===== config.mk =====
export PLATFORM = sky130hd
export DESIGN_NAME = bus_arbiter
export DESIGN_NICKNAME = d
export VERILOG_FILES = /design/src/rtl/bus_arbiter_pkg.sv /design/src/rtl/bus_arbiter_rr_arbiter.sv /design/src/rtl/bus_arbiter.sv
export SDC_FILE = /design/constraint.sdc
export NUM_CORES = 1
export LEC_CHECK = 0
export ABC_AREA = 1
export BUFFER_PORTS_ARGS = -buffer_cell sky130_fd_sc_hd__buf_2
export CAP_MARGIN = 10
export CELL_PAD_IN_SITES_DETAIL_PLACEMENT = 1
export CELL_PAD_IN_SITES_GLOBAL_PLACEMENT = 2
export CORE_MARGIN = 1.5
export CORE_UTILIZATION = 24
export CTS_BUF_LIST = sky130_fd_sc_hd__clkbuf_8
export DETAILED_ROUTE_END_ITERATION = 10
export PLACE_DENSITY = 0.92
export SYNTH_ARGS = -nofsm -noshare
export SYNTH_HDL_FRONTEND = slang
export SYNTH_SLANG_ARGS = --single-unit

===== constraint.sdc =====
create_clock -name clk -period 1.9 [get_ports clk]
set_clock_uncertainty 0.2 [all_clocks]
set_input_delay 0.095 -clock clk [delete_from_list [all_inputs] [get_ports clk]]
set_output_delay 0.095 -clock clk [all_outputs]
set_load 0.02 [all_outputs]

===== src/rtl/bus_arbiter_pkg.sv =====
// Shared types and constants for the memory-bus arbiter and the top-level address decode.
// Holds the arbiter FSM state encoding and the bus address map.
package bus_arbiter_pkg;

    typedef enum logic [1:0] {
        ST_IDLE   = 2'd0,
        ST_ACCESS = 2'd1,
        ST_WAIT   = 2'd2,
        ST_DONE   = 2'd3
    } arb_state_t;

    // Region selects in the top address nibble, consumed by the top-level decode
    localparam logic [3:0] MAP_INST_MEM = 4'h0;
    localparam logic [3:0] MAP_LED      = 4'h1;
    localparam logic [3:0] MAP_SEG7     = 4'h2;
    localparam logic [3:0] MAP_SW       = 4'h3;

    localparam int CNT_W = 3;

    function automatic logic [3:0] map_region(input logic [15:0] addr);
        return addr[15:12];
    endfunction

endpackage


===== src/rtl/bus_arbiter_rr_arbiter.sv =====
// Combinational round-robin picker: first requester after ptr, wrapping modulo N.
// Produces the winner as one-hot, as an index, and a valid flag.
module rr_arbiter #(
    parameter int N  = 2,
    parameter int IW = 1
) (
    input  logic [N-1:0]  req,
    input  logic [IW-1:0] ptr,
    output logic [N-1:0]  win_onehot,
    output logic [IW-1:0] win_idx,
    output logic          win_valid
);

    // Scan ptr+1, ptr+2, ... so the last winner has the lowest priority
    always_comb begin
        int             cand;
        logic [IW-1:0]  cand_idx;
        win_onehot = '0;
        win_idx    = '0;
        win_valid  = 1'b0;
        cand       = 0;
        cand_idx   = '0;
        for (int k = 1; k <= N; k++) begin
            cand     = (int'(ptr) + k) % N;
            cand_idx = IW'(cand);
            if (!win_valid && req[cand_idx]) begin
                win_valid            = 1'b1;
                win_onehot[cand_idx] = 1'b1;
                win_idx              = cand_idx;
            end else begin
                win_valid = win_valid;
            end
        end
    end

endmodule


===== src/rtl/bus_arbiter.sv =====
// Round-robin arbiter sharing the single memory-mapped bus among N masters,
// one transaction at a time, with RD_LAT wait cycles for synchronous slaves.
module bus_arbiter
    import bus_arbiter_pkg::*;
#(
    parameter int N      = 2,
    parameter int AW     = 16,
    parameter int DW     = 16,
    parameter int RD_LAT = 1
) (
    input  logic            clk,
    input  logic            rst,
    input  logic [N-1:0]    req,
    input  logic [N-1:0]    we,
    input  logic [N*AW-1:0] addr_in,
    input  logic [N*DW-1:0] wdata_in,
    output logic [N-1:0]    gnt,
    output logic [N-1:0]    ack,
    output logic [DW-1:0]   rdata,
    output logic [AW-1:0]   bus_addr,
    output logic [DW-1:0]   bus_dout,
    output logic            bus_w,
    input  logic [DW-1:0]   bus_din,
    output logic            busy
);

    localparam int IW = (N > 1) ? $clog2(N) : 1;
    localparam logic [CNT_W-1:0] CNT_INIT = (RD_LAT > 0) ? CNT_W'(RD_LAT - 1) : '0;

    arb_state_t        state_r;
    logic [IW-1:0]     ptr_r;
    logic [CNT_W-1:0]  cnt_r;
    logic              we_r;
    logic [N-1:0]      win_onehot_s;
    logic [IW-1:0]     win_idx_s;
    logic              win_valid_s;

    rr_arbiter #(.N(N), .IW(IW)) u_rr (
        .req        (req),
        .ptr        (ptr_r),
        .win_onehot (win_onehot_s),
        .win_idx    (win_idx_s),
        .win_valid  (win_valid_s)
    );

    // Transaction FSM; gnt doubles as the owner record, bus_addr/bus_dout as the latched request
    always_ff @(posedge clk) begin
        if (rst) begin
            state_r  <= ST_IDLE;
            ptr_r    <= IW'(N - 1);
            cnt_r    <= '0;
            we_r     <= 1'b0;
            gnt      <= '0;
            ack      <= '0;
            rdata    <= '0;
            bus_addr <= '0;
            bus_dout <= '0;
            bus_w    <= 1'b0;
            busy     <= 1'b0;
        end else begin
            case (state_r)
                ST_IDLE: begin
                    ack <= '0;
                    if (win_valid_s) begin
                        bus_addr <= addr_in[int'(win_idx_s)*AW +: AW];
                        bus_dout <= wdata_in[int'(win_idx_s)*DW +: DW];
                        we_r     <= we[win_idx_s];
                        bus_w    <= we[win_idx_s];
                        gnt      <= win_onehot_s;
                        ptr_r    <= win_idx_s;
                        busy     <= 1'b1;
                        state_r  <= ST_ACCESS;
                    end else begin
                        gnt   <= '0;
                        bus_w <= 1'b0;
                        busy  <= 1'b0;
                    end
                end
                ST_ACCESS: begin
                    bus_w <= 1'b0;
                    if (we_r) begin
                        ack     <= gnt;
                        state_r <= ST_DONE;
                    end else if (RD_LAT == 0) begin
                        rdata   <= bus_din;
                        ack     <= gnt;
                        state_r <= ST_DONE;
                    end else begin
                        cnt_r   <= CNT_INIT;
                        state_r <= ST_WAIT;
                    end
                end
                ST_WAIT: begin
                    if (cnt_r == '0) begin
                        rdata   <= bus_din;
                        ack     <= gnt;
                        state_r <= ST_DONE;
                    end else begin
                        cnt_r <= cnt_r - 1'b1;
                    end
                end
                ST_DONE: begin
                    ack     <= '0;
                    gnt     <= '0;
                    busy    <= 1'b0;
                    state_r <= ST_IDLE;
                end
                default: begin
                    ack     <= '0;
                    gnt     <= '0;
                    bus_w   <= 1'b0;
                    busy    <= 1'b0;
                    state_r <= ST_IDLE;
                end
            endcase
        end
    end

endmodule


# Yosys cells after proc, flatten, opt, wreduce, memory -nomap -nowiden
# Cells that the tools add are included.
dict set report op_classes {
  add_sub_neg 3
  magnitude_cmp 5
  n_eq_ne 8
  n_shift 2
  muxes 32
  bitwise 1
  n_reduce_logical 15
}
# operator n
set op_table {}
lappend op_table {{$shiftx A32 B6 Y16} 2}
lappend op_table {{$mux W1} 15}
lappend op_table {{$mux W2} 7}
lappend op_table {{$ne A2 B2 Y1 const B} 4}
lappend op_table {{$pmux W2 S4} 1}
lappend op_table {{$reduce_and A2 Y1} 4}
lappend op_table {{$lt A1 B2 Y1 const B} 3}
lappend op_table {{$mux W3} 2}
lappend op_table {{$pmux W2 S3} 1}
lappend op_table {{$pmux W3 S2} 1}
lappend op_table {{$reduce_bool A2 Y1} 3}
lappend op_table {{$eq A2 B2 Y1 const B} 2}
lappend op_table {{$pmux W1 S2} 2}
lappend op_table {{$pmux W2 S2} 1}
lappend op_table {{$logic_and A1 B1 Y1} 3}
lappend op_table {{$logic_not A3 Y1} 1}
lappend op_table {{$reduce_and A3 Y1} 1}
lappend op_table {{$sub A3 B1 Y3 const B} 1}
lappend op_table {{$add A1 B1 Y1 const B} 2}
lappend op_table {{$demux W1 S1} 2}
lappend op_table {{$eq A2 B1 Y1 const B} 1}
lappend op_table {{$ge A1 B1 Y1 const B} 2}
lappend op_table {{$logic_not A2 Y1} 1}
lappend op_table {{$ne A2 B1 Y1 const B} 1}
lappend op_table {{3 further kinds} 3}
dict set report word_totals {
  ff_bits 61
  input_bits 86
  wordCells 77
}

# Logic depth before layout (Yosys ltp)
dict set report logic_depth {
  depth_word 11
  mapped_depth 9
  depth_no_buf 9
}

# Cells and area by module
# A second synthesis with hierarchy kept.
dict set report hier_totals {
  cells_unflattened 383
  area_unflattened_um2 2829.0
}
# module instances cells_per_inst area_each_um2
set by_module_without_submodules {}
lappend by_module_without_submodules {bus_arbiter 1 376 2797.7}
lappend by_module_without_submodules {rr_arbiter 1 7 31.3}

# Worst setup path after synthesis
# Ideal clock, no wire load.
dict set report synth_timing {
  kind {register to register}
  from {register cnt_r[0]}
  to {register rdata[10]}
  setup_ns 0.116
  arrival_ns 1.282
  t_required_ns 1.584
  slack_ns 0.302
  stages_incl_launch_ff 9
  path_buffers 1
  period_less_slack_ns 1.598
  path_cell_list {dfxtp_1 -> inv_1 -> ha_1 -> ha_1 -> nand2_1 -> inv_1 -> buf_2 -> nor2_1 -> nor2_1}
}
dict set report synth_via {
  elab_chain_len 2
}
# element line_no
set synth_rtl {}
lappend synth_rtl {{start: declaration} bus_arbiter.sv:32} ;# logic [CNT_W-1:0] cnt_r;
lappend synth_rtl {{start signal: assignment} bus_arbiter.sv:99} ;# cnt_r <= cnt_r - 1'b1;
lappend synth_rtl {{$logic_not A3 Y1} bus_arbiter.sv:94} ;# if (cnt_r == '0) begin
lappend synth_rtl {{$reduce_and A2 Y1 (no source line)} --}
lappend synth_rtl {{end signal: assignment} bus_arbiter.sv:85} ;# rdata <= bus_din;
lappend synth_rtl {{end signal: assignment} bus_arbiter.sv:95} ;# rdata <= bus_din;
lappend synth_rtl {{end: declaration} bus_arbiter.sv:19} ;# output logic [DW-1:0] rdata,
# No other way between the ends.
# A chain may end at the register's enable or synchronous reset.

# Worst setup path in the final report
dict set report layout_timing {
  from {register cnt_r[0]}
  to {register rdata[9]}
}
# Same word-level chain as after synthesis.

==> metrics <==
post-synthesis sequential area ratio a little over two fifths; critical path type flop to flop; most frequent cells in the layout buf_2 (139), nand2_1 (117), dlygate4sd3_1 (83), nor2_1 (69), dfxtp_1 (61); Overflow after GRT 0; CTS tree done; # fillers between 1k and 1.5k; relative max-transition margin 76.3%; Worst-Skew Late Latency about 330 ps; cells after synthesis 407; clk sink count 61; Buf+Inv Stages, Crit Path 3; max incr delay on CP 310 ps; Yosys reg bits 61; final hold violation count 0; FF/Latch Area around 1200 um2; Crit Path Max Fanout 7; CTS Buf Count 9; worst r2r path cells 8; die width 111 um; vias per cell about 4.5; first-pass GRT wire length 17800 um; worst hold-check path type input pin to flop; FP Rows 39; commonest non-fill, non-tap cell in the layout buf_2; GRT Util Overall 17.9%; post-route cell area 4710 um2; area growth from synthesis to layout 67.6%; CP arrival 1770 ps; Core ar. 11400 um2; H-tree Lvls 3; RSZ-0062 raised after global routing false; via count 3455; DRT Pass-1 Iters 4; Tcrit/Tclk final between 90 and 100%; Mean Syn Cell Area a little under 7 um2; hold-critical path depth 5; leakage 0.00236 uW; clock root cell clkbuf_8; VDD IR max roughly 0.00066 V; Slowest-stage cell, CP dfxtp_1; Final Routed Wirelength 10800 um; Yosys cell types 22; dpl cell area approximately 3600 um2; # port buffers between 100 and 150; Crit path max-delay family buffers and inverters; Starting Density 24.6%; Worst R2R Start cnt_r[0]; die area around 12000 um2; status complete, no violations; CP cell instances inv_1 -> ha_1 -> ha_1 -> nand2_1 -> clkinvlp_4 -> buf_4 -> nor2_1 -> nor2_1; crit start category flop; Final setup viols 0; vias in the first global route 3773; ratio of cells with drive above 1 in the final layout ~28%; max cap viols 0; GPL Wtd Cong 0.710; post-DP HPWL 6550 um; fmax 572 MHz; worst hold start we[1]; Ports between 100 and 150; Wirelength per Cell roughly 14 um; Synth Cell Area 2810 um2; instance count on the critical path 8; initial antenna violation count 1; final-stage net count 718; Worst-path clk slew 70 ps; Fin Setup TNS 0 ps; Routed Antenna Nets 0; crit path launch cnt_r[0]; P per Cell Area between 1000 and 1500 nW/um2; multi-input logic area 1400 um2; Syn Nets 499; initial DRC count 96; DRC Markers 0; Worst EP required 1920 ps; yosys warns 0; Final Power 6580 uW; largest net degree at the start of global routing 52; Tmin final about 1700 ps; Crit. End Element flop; Clock Path Buffers 2; die height 111 um; Worst Tran Pin Value 356 ps; max-slew violations 0
## report_power, final
part | internal (uW) | leakage (uW) | total (uW) | switching, uW
logic | 1130 | 0.00173 | 3170 | 2040
clock network | 802 | 0.000121 | 1310 | 509
registers | 1810 | 0.000503 | 2100 | 292
total | 3740 | 0.00236 | 6580 | 2840
## metal layers
metal / wire, um / global-route usage [%] / vias up
li1: - / - / 1750
met1: 4230 / 18.1 / 1590
met2: 5840 / 34.5 / 93
met3: 465 / 4.43 / 22
met4: 296 / 7.68 / 0
met5: 0 / 0 / -
## final cells by class
type	instances	share of cell area, %
Timing Repair Buffer	232	34.3
Multi-Input combinational cell	305	29.6
Sequential cell	61	25.9
Tap cell	143	3.80
Clock buffer	11	3.21
Clock inverter	5	1.57
Inverter	17	1.49
Antenna cell	1	0.0531
## final timing paths
check                   to  slack, ps
setup / recovery  rdata[9]        150
hold / removal        we_r         10
setup reg to reg  rdata[9]        150
hold reg to reg   cnt_r[1]        270
## through the flow
stage / hold slack, ps / utilization [%] / setup WS, ps / std cells
after floorplan: 61.7 / - / 302 / 407
after global placement: 146 / 31.6 / 175 / 670
after detailed placement: 160 / 31.6 / 76.1 / 670
after CTS: 12.6 / 40.8 / 52.8 / 769
after global routing: 28.4 / 41.3 / 33.1 / 775
final: 11.0 / 41.3 / 151 / 775
## flip-flops by register name (all words and copies together), names as in the netlist
register	cells
bus_addr	16
bus_dout	16
rdata	16
cnt_r	3
ack	2
gnt	2
state_r	2
bus_w	1
busy	1
ptr_r	1
we_r	1
## synth_stat cells
cell type	instances	share of area (%)
nand2_1	117	16
nor2_1	69	9.2
dfxtp_1	61	43
a21oi_1	43	7.7
o21ai_1	29	5.2
o21ai_0	23	4.1
inv_1	14	1.9
buf_2	11	2.0
nand3_1	7	1.2
clkbuf_1	6	0.80
ha_1	6	2.7
buf_1	3	0.40
buf_6	3	1.2
inv_2	3	0.40
a211oi_1	2	0.53
nand2_2	2	0.45
nand2_8	2	1.4
o211ai_1	2	0.53
buf_4	1	0.27
nand2_4	1	0.40
nor2_2	1	0.22
nor2_4	1	0.40
## cells by family (layout without fill, tap and decap cells)
family | Yosys count | count (layout) | synth area share, %
fa+ha+maj | 6 | 6 | 2.67
buf+inv | 41 | 265 | 6.90
compound gates | 99 | 99 | 18.0
simple gates | 200 | 200 | 29.0
flops | 61 | 61 | 43.5
other cells | 0 | 1 | 0
## what timing repair did
action / 4_1_cts / 5_1_grt
resized for setup: 0 / 4
hold buffers: 83 / 0
hold endpoints to repair: 57 / 0
setup endpoints to repair: 0 / 32
buffers inserted: 0 / 5
## worst register-to-register path, cell delays in order (launching register included)
cell and delay, ps:
dfxtp_1 310, inv_1 60, ha_1 200, ha_1 210, nand2_1 160, clkinvlp_4 180, buf_4 170, nor2_1 100
nor2_1 60
Note: power is estimated with default switching activity, not from simulation.
